[config.mk]
export PLATFORM = sky130hd
export DESIGN_NAME = sdram_arbiter_flat
export DESIGN_NICKNAME = d
export VERILOG_FILES = /design/src/rtl/sdram_arb_pkg.sv /design/src/rtl/sdram_arbiter_if.sv /design/src/rtl/sdram_arb_tag_fifo.sv /design/src/rtl/sdram_arbiter.sv /design/src/flat_wrapper.sv
export SDC_FILE = /design/constraint.sdc
export NUM_CORES = 1
export LEC_CHECK = 0
export ABC_AREA = 1
export BUFFER_PORTS_ARGS = -buffer_cell sky130_fd_sc_hd__clkbuf_2
export CAP_MARGIN = 20
export CORE_AREA = 2 2 149 151
export CTS_CLUSTER_SIZE = 28
export DETAILED_ROUTE_END_ITERATION = 12
export DIE_AREA = 0 0 151 153
export PLACE_DENSITY = 0.62
export SYNTH_ARGS = -nofsm -noshare
export SYNTH_HDL_FRONTEND = slang
export SYNTH_SLANG_ARGS = --single-unit
export TNS_END_PERCENT = 10
[constraint.sdc]
create_clock -name clock -period 2.8 [get_ports clock]
set_input_delay 0.56 -clock clock [delete_from_list [all_inputs] [get_ports clock]]
set_output_delay 0.56 -clock clock [all_outputs]
set_load 0.1 [all_outputs]
[src/rtl/sdram_arb_pkg.sv]
// Shared widths, grant-state encoding and read-tag layout
// for the f2h_sdram0 two-master arbiter.
package sdram_arb_pkg;

    localparam int ADDR_W = 29;
    localparam int BURST_W = 8;
    localparam int DATA_W = 64;
    localparam int BE_W = DATA_W / 8;

    typedef enum logic [1:0] {
        IDLE,
        RD0,
        RD1,
        WR1
    } gnt_e;

    typedef struct packed {
        logic               id;
        logic [BURST_W-1:0] beats;
    } tag_t;

    // A zero burstcount is treated as a single beat.
    function automatic logic [BURST_W-1:0] eff_burst(
        input logic [BURST_W-1:0] bc
    );
        return (bc == '0) ? BURST_W'(1) : bc;
    endfunction

endpackage

[src/rtl/sdram_arbiter_if.sv]
// Client and SDRAM-side signals of the arbiter.
// err exists only when SDRAM_ARB_ERR_EN is defined.
interface sdram_arbiter_if;
    import sdram_arb_pkg::*;

    logic [ADDR_W-1:0]  m0_address;
    logic               m0_read;
    logic               m0_waitrequest;
    logic               m0_readdatavalid;
    logic [ADDR_W-1:0]  m1_address;
    logic [BURST_W-1:0] m1_burstcount;
    logic               m1_read;
    logic               m1_write;
    logic [DATA_W-1:0]  m1_writedata;
    logic [BE_W-1:0]    m1_byteenable;
    logic               m1_waitrequest;
    logic               m1_readdatavalid;
    logic [DATA_W-1:0]  rd_data;
    logic [ADDR_W-1:0]  s_address;
    logic [BURST_W-1:0] s_burstcount;
    logic               s_read;
    logic               s_write;
    logic [DATA_W-1:0]  s_writedata;
    logic [BE_W-1:0]    s_byteenable;
    logic               s_waitrequest;
    logic [DATA_W-1:0]  s_readdata;
    logic               s_readdatavalid;
`ifdef SDRAM_ARB_ERR_EN
    logic               err;
`endif

    modport slave (
`ifdef SDRAM_ARB_ERR_EN
        output err,
`endif
        input  m0_address, m0_read,
        output m0_waitrequest, m0_readdatavalid,
        input  m1_address, m1_burstcount,
        input  m1_read, m1_write,
        input  m1_writedata, m1_byteenable,
        output m1_waitrequest, m1_readdatavalid,
        output rd_data,
        output s_address, s_burstcount,
        output s_read, s_write,
        output s_writedata, s_byteenable,
        input  s_waitrequest, s_readdata,
        input  s_readdatavalid
    );

    modport master (
`ifdef SDRAM_ARB_ERR_EN
        input  err,
`endif
        output m0_address, m0_read,
        input  m0_waitrequest, m0_readdatavalid,
        output m1_address, m1_burstcount,
        output m1_read, m1_write,
        output m1_writedata, m1_byteenable,
        input  m1_waitrequest, m1_readdatavalid,
        input  rd_data,
        input  s_address, s_burstcount,
        input  s_read, s_write,
        input  s_writedata, s_byteenable,
        output s_waitrequest, s_readdata,
        output s_readdatavalid
    );

endinterface

[src/rtl/sdram_arb_tag_fifo.sv]
// Outstanding-read tag FIFO; the head entry counts down
// its remaining beats and pops on the last one.
module sdram_arb_tag_fifo
    import sdram_arb_pkg::*;
#(
    parameter int DEPTH = 4
) (
    input  logic clk,
    input  logic rst_n,
    input  logic push_i,
    input  tag_t push_tag_i,
    input  logic dec_i,
    output tag_t head_o,
    output logic full_o,
    output logic empty_o
);
    localparam int PW = $clog2(DEPTH);
    localparam int CW = PW + 1;

    tag_t          mem_q [DEPTH];
    logic [PW-1:0] wr_q;
    logic [PW-1:0] rd_q;
    logic [CW-1:0] cnt_q;
    logic          dec;
    logic          pop;

    assign head_o  = mem_q[rd_q];
    assign empty_o = (cnt_q == '0);
    assign full_o  = (cnt_q == CW'(DEPTH));
    assign dec     = dec_i && !empty_o;
    assign pop     = dec && (head_o.beats <= BURST_W'(1));

    // A push at full only happens alongside a pop, so the
    // overwritten slot is the departing head.
    always_ff @(posedge clk or negedge rst_n) begin
        if (!rst_n) begin
            for (int i = 0; i < DEPTH; i++) mem_q[i] <= '0;
            wr_q  <= '0;
            rd_q  <= '0;
            cnt_q <= '0;
        end else begin
            if (push_i) mem_q[wr_q] <= push_tag_i;
            if (dec && !pop)
                mem_q[rd_q].beats <= head_o.beats - BURST_W'(1);
            if (push_i) wr_q <= wr_q + PW'(1);
            if (pop) rd_q <= rd_q + PW'(1);
            cnt_q <= cnt_q + CW'(push_i) - CW'(pop);
        end
    end

endmodule

[src/rtl/sdram_arbiter.sv]
// Two-master arbiter for the HPS f2h_sdram0 port.
// Define SDRAM_ARB_ERR_EN to add the sticky err output.
module sdram_arbiter
    import sdram_arb_pkg::*;
#(
    parameter logic [BURST_W-1:0] M0_BURST      = 8'd32,
    parameter int                 MAX_PENDING   = 4,
    parameter int                 M0_MAX_CONSEC = 4
) (
    input  logic           clock,
    input  logic           reset_n,
    sdram_arbiter_if.slave bus
);
    localparam int CW = $clog2(M0_MAX_CONSEC + 1);
    localparam logic [CW-1:0] CMAX = CW'(M0_MAX_CONSEC);

    gnt_e               state_q, state_d;
    logic [CW-1:0]      consec_q, consec_d;
    logic [BURST_W-1:0] wlen_q, wlen_d;
    logic [BURST_W-1:0] wcnt_q, wcnt_d;

    logic               push;
    tag_t               push_tag;
    tag_t               head;
    logic               fifo_full;
    logic               fifo_empty;
    logic               ret;
    logic               m1_req;
    logic               m0_ok;
    logic [BURST_W-1:0] m1_bc;
    logic               acc;

    assign m1_req = bus.m1_read | bus.m1_write;
    assign m1_bc  = eff_burst(bus.m1_burstcount);
    assign acc    = !bus.s_waitrequest;
    assign m0_ok  = bus.m0_read && !fifo_full &&
                    !(consec_q == CMAX && m1_req);

    always_comb begin
        state_d  = state_q;
        consec_d = consec_q;
        wlen_d   = wlen_q;
        wcnt_d   = wcnt_q;
        push     = 1'b0;
        push_tag = '0;
        bus.s_address      = '0;
        bus.s_burstcount   = '0;
        bus.s_read         = 1'b0;
        bus.s_write        = 1'b0;
        bus.s_writedata    = '0;
        bus.s_byteenable   = '0;
        bus.m0_waitrequest = 1'b1;
        bus.m1_waitrequest = 1'b1;
        unique case (state_q)
            IDLE: begin
                if (!bus.m0_read) consec_d = '0;
                if (m0_ok) begin
                    state_d = RD0;
                    if (consec_q != CMAX)
                        consec_d = consec_q + CW'(1);
                end else if (bus.m1_write) begin
                    state_d  = WR1;
                    consec_d = '0;
                end else if (bus.m1_read && !fifo_full) begin
                    state_d  = RD1;
                    consec_d = '0;
                end
            end
            RD0: begin
                bus.s_address      = bus.m0_address;
                bus.s_burstcount   = M0_BURST;
                bus.s_read         = bus.m0_read;
                bus.s_byteenable   = '1;
                bus.m0_waitrequest = bus.s_waitrequest;
                if (bus.m0_read && acc) begin
                    push     = 1'b1;
                    push_tag = '{id: 1'b0, beats: M0_BURST};
                    state_d  = IDLE;
                end
            end
            RD1: begin
                bus.s_address      = bus.m1_address;
                bus.s_burstcount   = m1_bc;
                bus.s_read         = bus.m1_read;
                bus.s_byteenable   = bus.m1_byteenable;
                bus.m1_waitrequest = bus.s_waitrequest;
                if (bus.m1_read && acc) begin
                    push     = 1'b1;
                    push_tag = '{id: 1'b1, beats: m1_bc};
                    state_d  = IDLE;
                end
            end
            WR1: begin
                bus.s_address      = bus.m1_address;
                bus.s_burstcount   = m1_bc;
                bus.s_write        = bus.m1_write;
                bus.s_writedata    = bus.m1_writedata;
                bus.s_byteenable   = bus.m1_byteenable;
                bus.m1_waitrequest = bus.s_waitrequest;
                // Length is taken from the first beat only.
                if (bus.m1_write && acc) begin
                    if (wcnt_q == '0) begin
                        if (m1_bc == BURST_W'(1)) begin
                            state_d = IDLE;
                        end else begin
                            wlen_d = m1_bc;
                            wcnt_d = BURST_W'(1);
                        end
                    end else if (wcnt_q + BURST_W'(1) == wlen_q) begin
                        wcnt_d  = '0;
                        state_d = IDLE;
                    end else begin
                        wcnt_d = wcnt_q + BURST_W'(1);
                    end
                end
            end
        endcase
    end

    always_ff @(posedge clock or negedge reset_n) begin
        if (!reset_n) begin
            state_q  <= IDLE;
            consec_q <= '0;
            wlen_q   <= '0;
            wcnt_q   <= '0;
        end else begin
            state_q  <= state_d;
            consec_q <= consec_d;
            wlen_q   <= wlen_d;
            wcnt_q   <= wcnt_d;
        end
    end

    sdram_arb_tag_fifo #(
        .DEPTH(MAX_PENDING)
    ) u_tags (
        .clk       (clock),
        .rst_n     (reset_n),
        .push_i    (push),
        .push_tag_i(push_tag),
        .dec_i     (bus.s_readdatavalid),
        .head_o    (head),
        .full_o    (fifo_full),
        .empty_o   (fifo_empty)
    );

    // Beats arriving with no tag outstanding are dropped.
    assign ret = bus.s_readdatavalid && !fifo_empty;
    assign bus.m0_readdatavalid = ret && !head.id;
    assign bus.m1_readdatavalid = ret && head.id;
    assign bus.rd_data = bus.s_readdata;

`ifdef SDRAM_ARB_ERR_EN
    logic err_q, err_d, m1_gnt;

    always_comb begin
        m1_gnt = (state_q == IDLE) &&
                 (state_d == RD1 || state_d == WR1);
        err_d = err_q
              | (bus.s_readdatavalid & fifo_empty)
              | (m1_gnt & (bus.m1_burstcount == '0))
              | (bus.m1_read & bus.m1_write);
    end

    always_ff @(posedge clock or negedge reset_n) begin
        if (!reset_n) err_q <= 1'b0;
        else          err_q <= err_d;
    end

    assign bus.err = err_q;
`endif

endmodule

[src/flat_wrapper.sv]
// flat-port wrapper written by rule: the top's interface ports become plain ports
module sdram_arbiter_flat import sdram_arb_pkg::*;
#(
    parameter logic [BURST_W-1:0] M0_BURST      = 8'd32,
    parameter int                 MAX_PENDING   = 4,
    parameter int                 M0_MAX_CONSEC = 4
)
  (clock, reset_n, bus_m0_address, bus_m0_read, bus_m0_waitrequest, bus_m0_readdatavalid, bus_m1_address, bus_m1_burstcount, bus_m1_read, bus_m1_write, bus_m1_writedata, bus_m1_byteenable, bus_m1_waitrequest, bus_m1_readdatavalid, bus_rd_data, bus_s_address, bus_s_burstcount, bus_s_read, bus_s_write, bus_s_writedata, bus_s_byteenable, bus_s_waitrequest, bus_s_readdata, bus_s_readdatavalid);
  sdram_arbiter_if bus_i ();
  input  logic clock;
  input  logic reset_n;
  input wire logic [$bits(bus_i.m0_address)-1:0] bus_m0_address;
  input wire logic [$bits(bus_i.m0_read)-1:0] bus_m0_read;
  output wire logic [$bits(bus_i.m0_waitrequest)-1:0] bus_m0_waitrequest;
  output wire logic [$bits(bus_i.m0_readdatavalid)-1:0] bus_m0_readdatavalid;
  input wire logic [$bits(bus_i.m1_address)-1:0] bus_m1_address;
  input wire logic [$bits(bus_i.m1_burstcount)-1:0] bus_m1_burstcount;
  input wire logic [$bits(bus_i.m1_read)-1:0] bus_m1_read;
  input wire logic [$bits(bus_i.m1_write)-1:0] bus_m1_write;
  input wire logic [$bits(bus_i.m1_writedata)-1:0] bus_m1_writedata;
  input wire logic [$bits(bus_i.m1_byteenable)-1:0] bus_m1_byteenable;
  output wire logic [$bits(bus_i.m1_waitrequest)-1:0] bus_m1_waitrequest;
  output wire logic [$bits(bus_i.m1_readdatavalid)-1:0] bus_m1_readdatavalid;
  output wire logic [$bits(bus_i.rd_data)-1:0] bus_rd_data;
  output wire logic [$bits(bus_i.s_address)-1:0] bus_s_address;
  output wire logic [$bits(bus_i.s_burstcount)-1:0] bus_s_burstcount;
  output wire logic [$bits(bus_i.s_read)-1:0] bus_s_read;
  output wire logic [$bits(bus_i.s_write)-1:0] bus_s_write;
  output wire logic [$bits(bus_i.s_writedata)-1:0] bus_s_writedata;
  output wire logic [$bits(bus_i.s_byteenable)-1:0] bus_s_byteenable;
  input wire logic [$bits(bus_i.s_waitrequest)-1:0] bus_s_waitrequest;
  input wire logic [$bits(bus_i.s_readdata)-1:0] bus_s_readdata;
  input wire logic [$bits(bus_i.s_readdatavalid)-1:0] bus_s_readdatavalid;
  assign bus_i.m0_address = bus_m0_address;
  assign bus_i.m0_read = bus_m0_read;
  assign bus_m0_waitrequest = bus_i.m0_waitrequest;
  assign bus_m0_readdatavalid = bus_i.m0_readdatavalid;
  assign bus_i.m1_address = bus_m1_address;
  assign bus_i.m1_burstcount = bus_m1_burstcount;
  assign bus_i.m1_read = bus_m1_read;
  assign bus_i.m1_write = bus_m1_write;
  assign bus_i.m1_writedata = bus_m1_writedata;
  assign bus_i.m1_byteenable = bus_m1_byteenable;
  assign bus_m1_waitrequest = bus_i.m1_waitrequest;
  assign bus_m1_readdatavalid = bus_i.m1_readdatavalid;
  assign bus_rd_data = bus_i.rd_data;
  assign bus_s_address = bus_i.s_address;
  assign bus_s_burstcount = bus_i.s_burstcount;
  assign bus_s_read = bus_i.s_read;
  assign bus_s_write = bus_i.s_write;
  assign bus_s_writedata = bus_i.s_writedata;
  assign bus_s_byteenable = bus_i.s_byteenable;
  assign bus_i.s_waitrequest = bus_s_waitrequest;
  assign bus_i.s_readdata = bus_s_readdata;
  assign bus_i.s_readdatavalid = bus_s_readdatavalid;
  sdram_arbiter #(.M0_BURST(M0_BURST), .MAX_PENDING(MAX_PENDING), .M0_MAX_CONSEC(M0_MAX_CONSEC)) u_core (.clock(clock), .reset_n(reset_n), .bus(bus_i));
endmodule
==> results.ini <==
[outcome]
outcome=finished clean

[cells_and_area]
drive_gt1_frac=0.319
final_cell_mix=nand2_1, clkbuf_2, inv_1
fillers=2178
final_common_cell=nand2_1
area_growth_pct=56.9
final_nets=1284
fin_area_sq_um=8890
utilization=0.414
multiInputGateArea_sq_um=2930
ff_latch_area_sq_um=1600
n_antenna_cell=0

[sta]
slew_violations=0
worstMarginPinSlew_ps=849
min_period_ps=2610
setup_violations=0
clock_skew_ps=10.3
hold_violations=0
post-route-period-util=0.933
rsz0062_at_grt=true
setup-tns-final_ps=0
fmax_ghz=0.383
max_slew_margin=0.434

[clock_tree]
clock-sinks=64
cts_resized=1
cts.clk_slew.worst_paths_ps=50
worstSkewPairLatency_ps=340
clockBufferDepth=2
cts_htree_levels=3
cts_tree=built
ctsHoldBuffers=0
cts_root_buf=clkbuf_16
cts_buffers=9
cts_setup_buffers=0

[synthesis]
syn_nets=1089
yosysUniqueCellTypes=39
avgSynthCellArea_sq_um=6.60
synth-edff-count=0
ys_ff_latch=64
ys_seq_area_frac=0.283
synthCells=858
async_flop_share=1.00
yosysWarnings=0
synth_area_sq_um=5670
synthFlopType=dfrtp_1

[power]
p_per_area_nw_per_um2=1250
power.switching_mw=6.36
combinationalPowerShare=0.747
p_seq_frac=0.148
worst_ir_drop_vdd_mv=0.880
p_int_mw=4.72
switching_share=0.574
power_leakage_nw=4.61
pwr-share-clk=0.105

[global_routing]
grt_pass1_vias=5851
grt-ovfl-total=0
antenna_found_initial=1
grt_max_degree=69
grt_pass1_wl_um=35400
grt_use_total=0.206

[worst_hold_path]
hold_path_class=in -> async

[die]
fp.dieArea_sq_um=23100
rows=54
fp.dieH_um=153
start_util=0.264
core_region_area_sq_um=21500
io_pins=388
die_width_um=151

[run]
drv_cap=0

[route]
vias=6231
wire_per_inst_um=18.3
wl_um=24500
ant_nets=0
drt_iter0_drc=362
drc=0
drt_pass1_iterations=5
vias_per_cell=4.66

[critical_path]
crit_type=reg -> out
cp_data_required_time_ps=2240
crit_path_max_fanout=31
critPathCaptureType=output port
startpoint_type=register
cp.arrival_ps=2050
r2r_cells=16

[place]
globalplace.congestion=0.915
hpwl_um=19900
place_area_sq_um=8570
numPortBuffers=259

## flip-flops by register name, indices dropped and copies added, names as in the netlist, named ones only
| signal | cells |
|---|---|
| u_core.u_tags.cnt_q | 3 |
| u_core.u_tags.mem_q | 32 |
| u_core.wlen_q | 8 |
| u_core.state_q | 2 |
| u_core.wcnt_q | 8 |
| u_core.u_tags.rd_q | 2 |
| u_core.u_tags.wr_q | 2 |
| u_core.consec_q | 3 |
## power by group through the flow
stage / clock network, mW / registers, mW / logic (mW)
finish: 1.17 / 1.64 / 8.27
global route: 1.23 / 1.69 / 8.80
CTS: 1.18 / 1.63 / 8.31
detailed placement: 0 / 1.64 / 8.27
global placement: 0 / 1.64 / 8.23
floorplan: 0 / 1.54 / 5.99
## worst max-delay path, cell delays in order, from the launching register on
cell and delay [ps]:
dfrtp_1 440, inv_4 120, ha_4 140, buf_4 300, nand2_1 90, a21oi_1 370
buf_12 230
## per-stage QoR
stage	setup WS [ps]	power [mW]	instances	hold WS (ps)
after global routing	12.2	11.7	1337	288
after CTS	63.5	11.1	1337	270
final	186	11.1	1337	254
after floorplan	-398	7.53	858	264
after detailed placement	221	9.91	1322	501
after global placement	263	9.87	1322	484
## layout make-up
| cell class | instances | area share |
|---|---|---|
| Clock buffer | 13 | 0.0304 |
| Timing Repair Buffer | 284 | 0.360 |
| Inverter | 132 | 0.0560 |
| Clock inverter | 2 | 0.00422 |
| Multi-Input combinational cell | 562 | 0.330 |
| Tap cell | 280 | 0.0394 |
| Sequential cell | 64 | 0.180 |
## synthesized netlist by cell type, types with 4 or more instances
library cell	number	area share
a21oi_1	35	0.031
buf_1	7	0.0046
buf_2	4	0.0035
buf_4	67	0.089
buf_6	7	0.014
clkbuf_1	15	0.0099
dfrtp_1	64	0.28
ha_1	21	0.046
inv_1	125	0.083
inv_2	7	0.0046
nand2_1	266	0.18
nand2_2	4	0.0044
nand3_1	45	0.040
nand3_4	4	0.012
nand3b_1	4	0.0053
nand4_1	4	0.0044
nor2_1	32	0.021
nor2_4	4	0.0079
o211ai_1	28	0.037
o21ai_0	51	0.045
o21ai_1	30	0.026
xnor2_1	7	0.011
## path summary, 6_finish.rpt
path,slack [ps],start,endpoint
max in group asynchronous,1910,reset_n,u_core.wlen_q[0]
worst min register to register,500,u_core.wlen_q[7],u_core.wlen_q[7]
worst min-delay path,250,reset_n,u_core.u_tags.mem_q[7]
worst max-delay path,190,u_core.state_q[1],bus_s_address[24]
worst max register to register,250,u_core.u_tags.rd_q[0],u_core.u_tags.cnt_q[2]
min in group clock,500,u_core.wlen_q[7],u_core.wlen_q[7]
## kinds of logic after synthesis
family          share of synthesized area
simple gates                        0.282
buf+inv                             0.208
compound gates                      0.162
flops                               0.283
fa+ha+maj                          0.0499
xor+xnor                           0.0155
## layer usage
layer,vias to the layer above,GRT usage,wire (um)
met5,-,0.0435,164
met4,6,0.0303,191
met3,20,0.0785,2620
met2,302,0.297,10300
met1,2873,0.294,11300
li1,3030,-,-
Power figures use the tool's default switching activity.
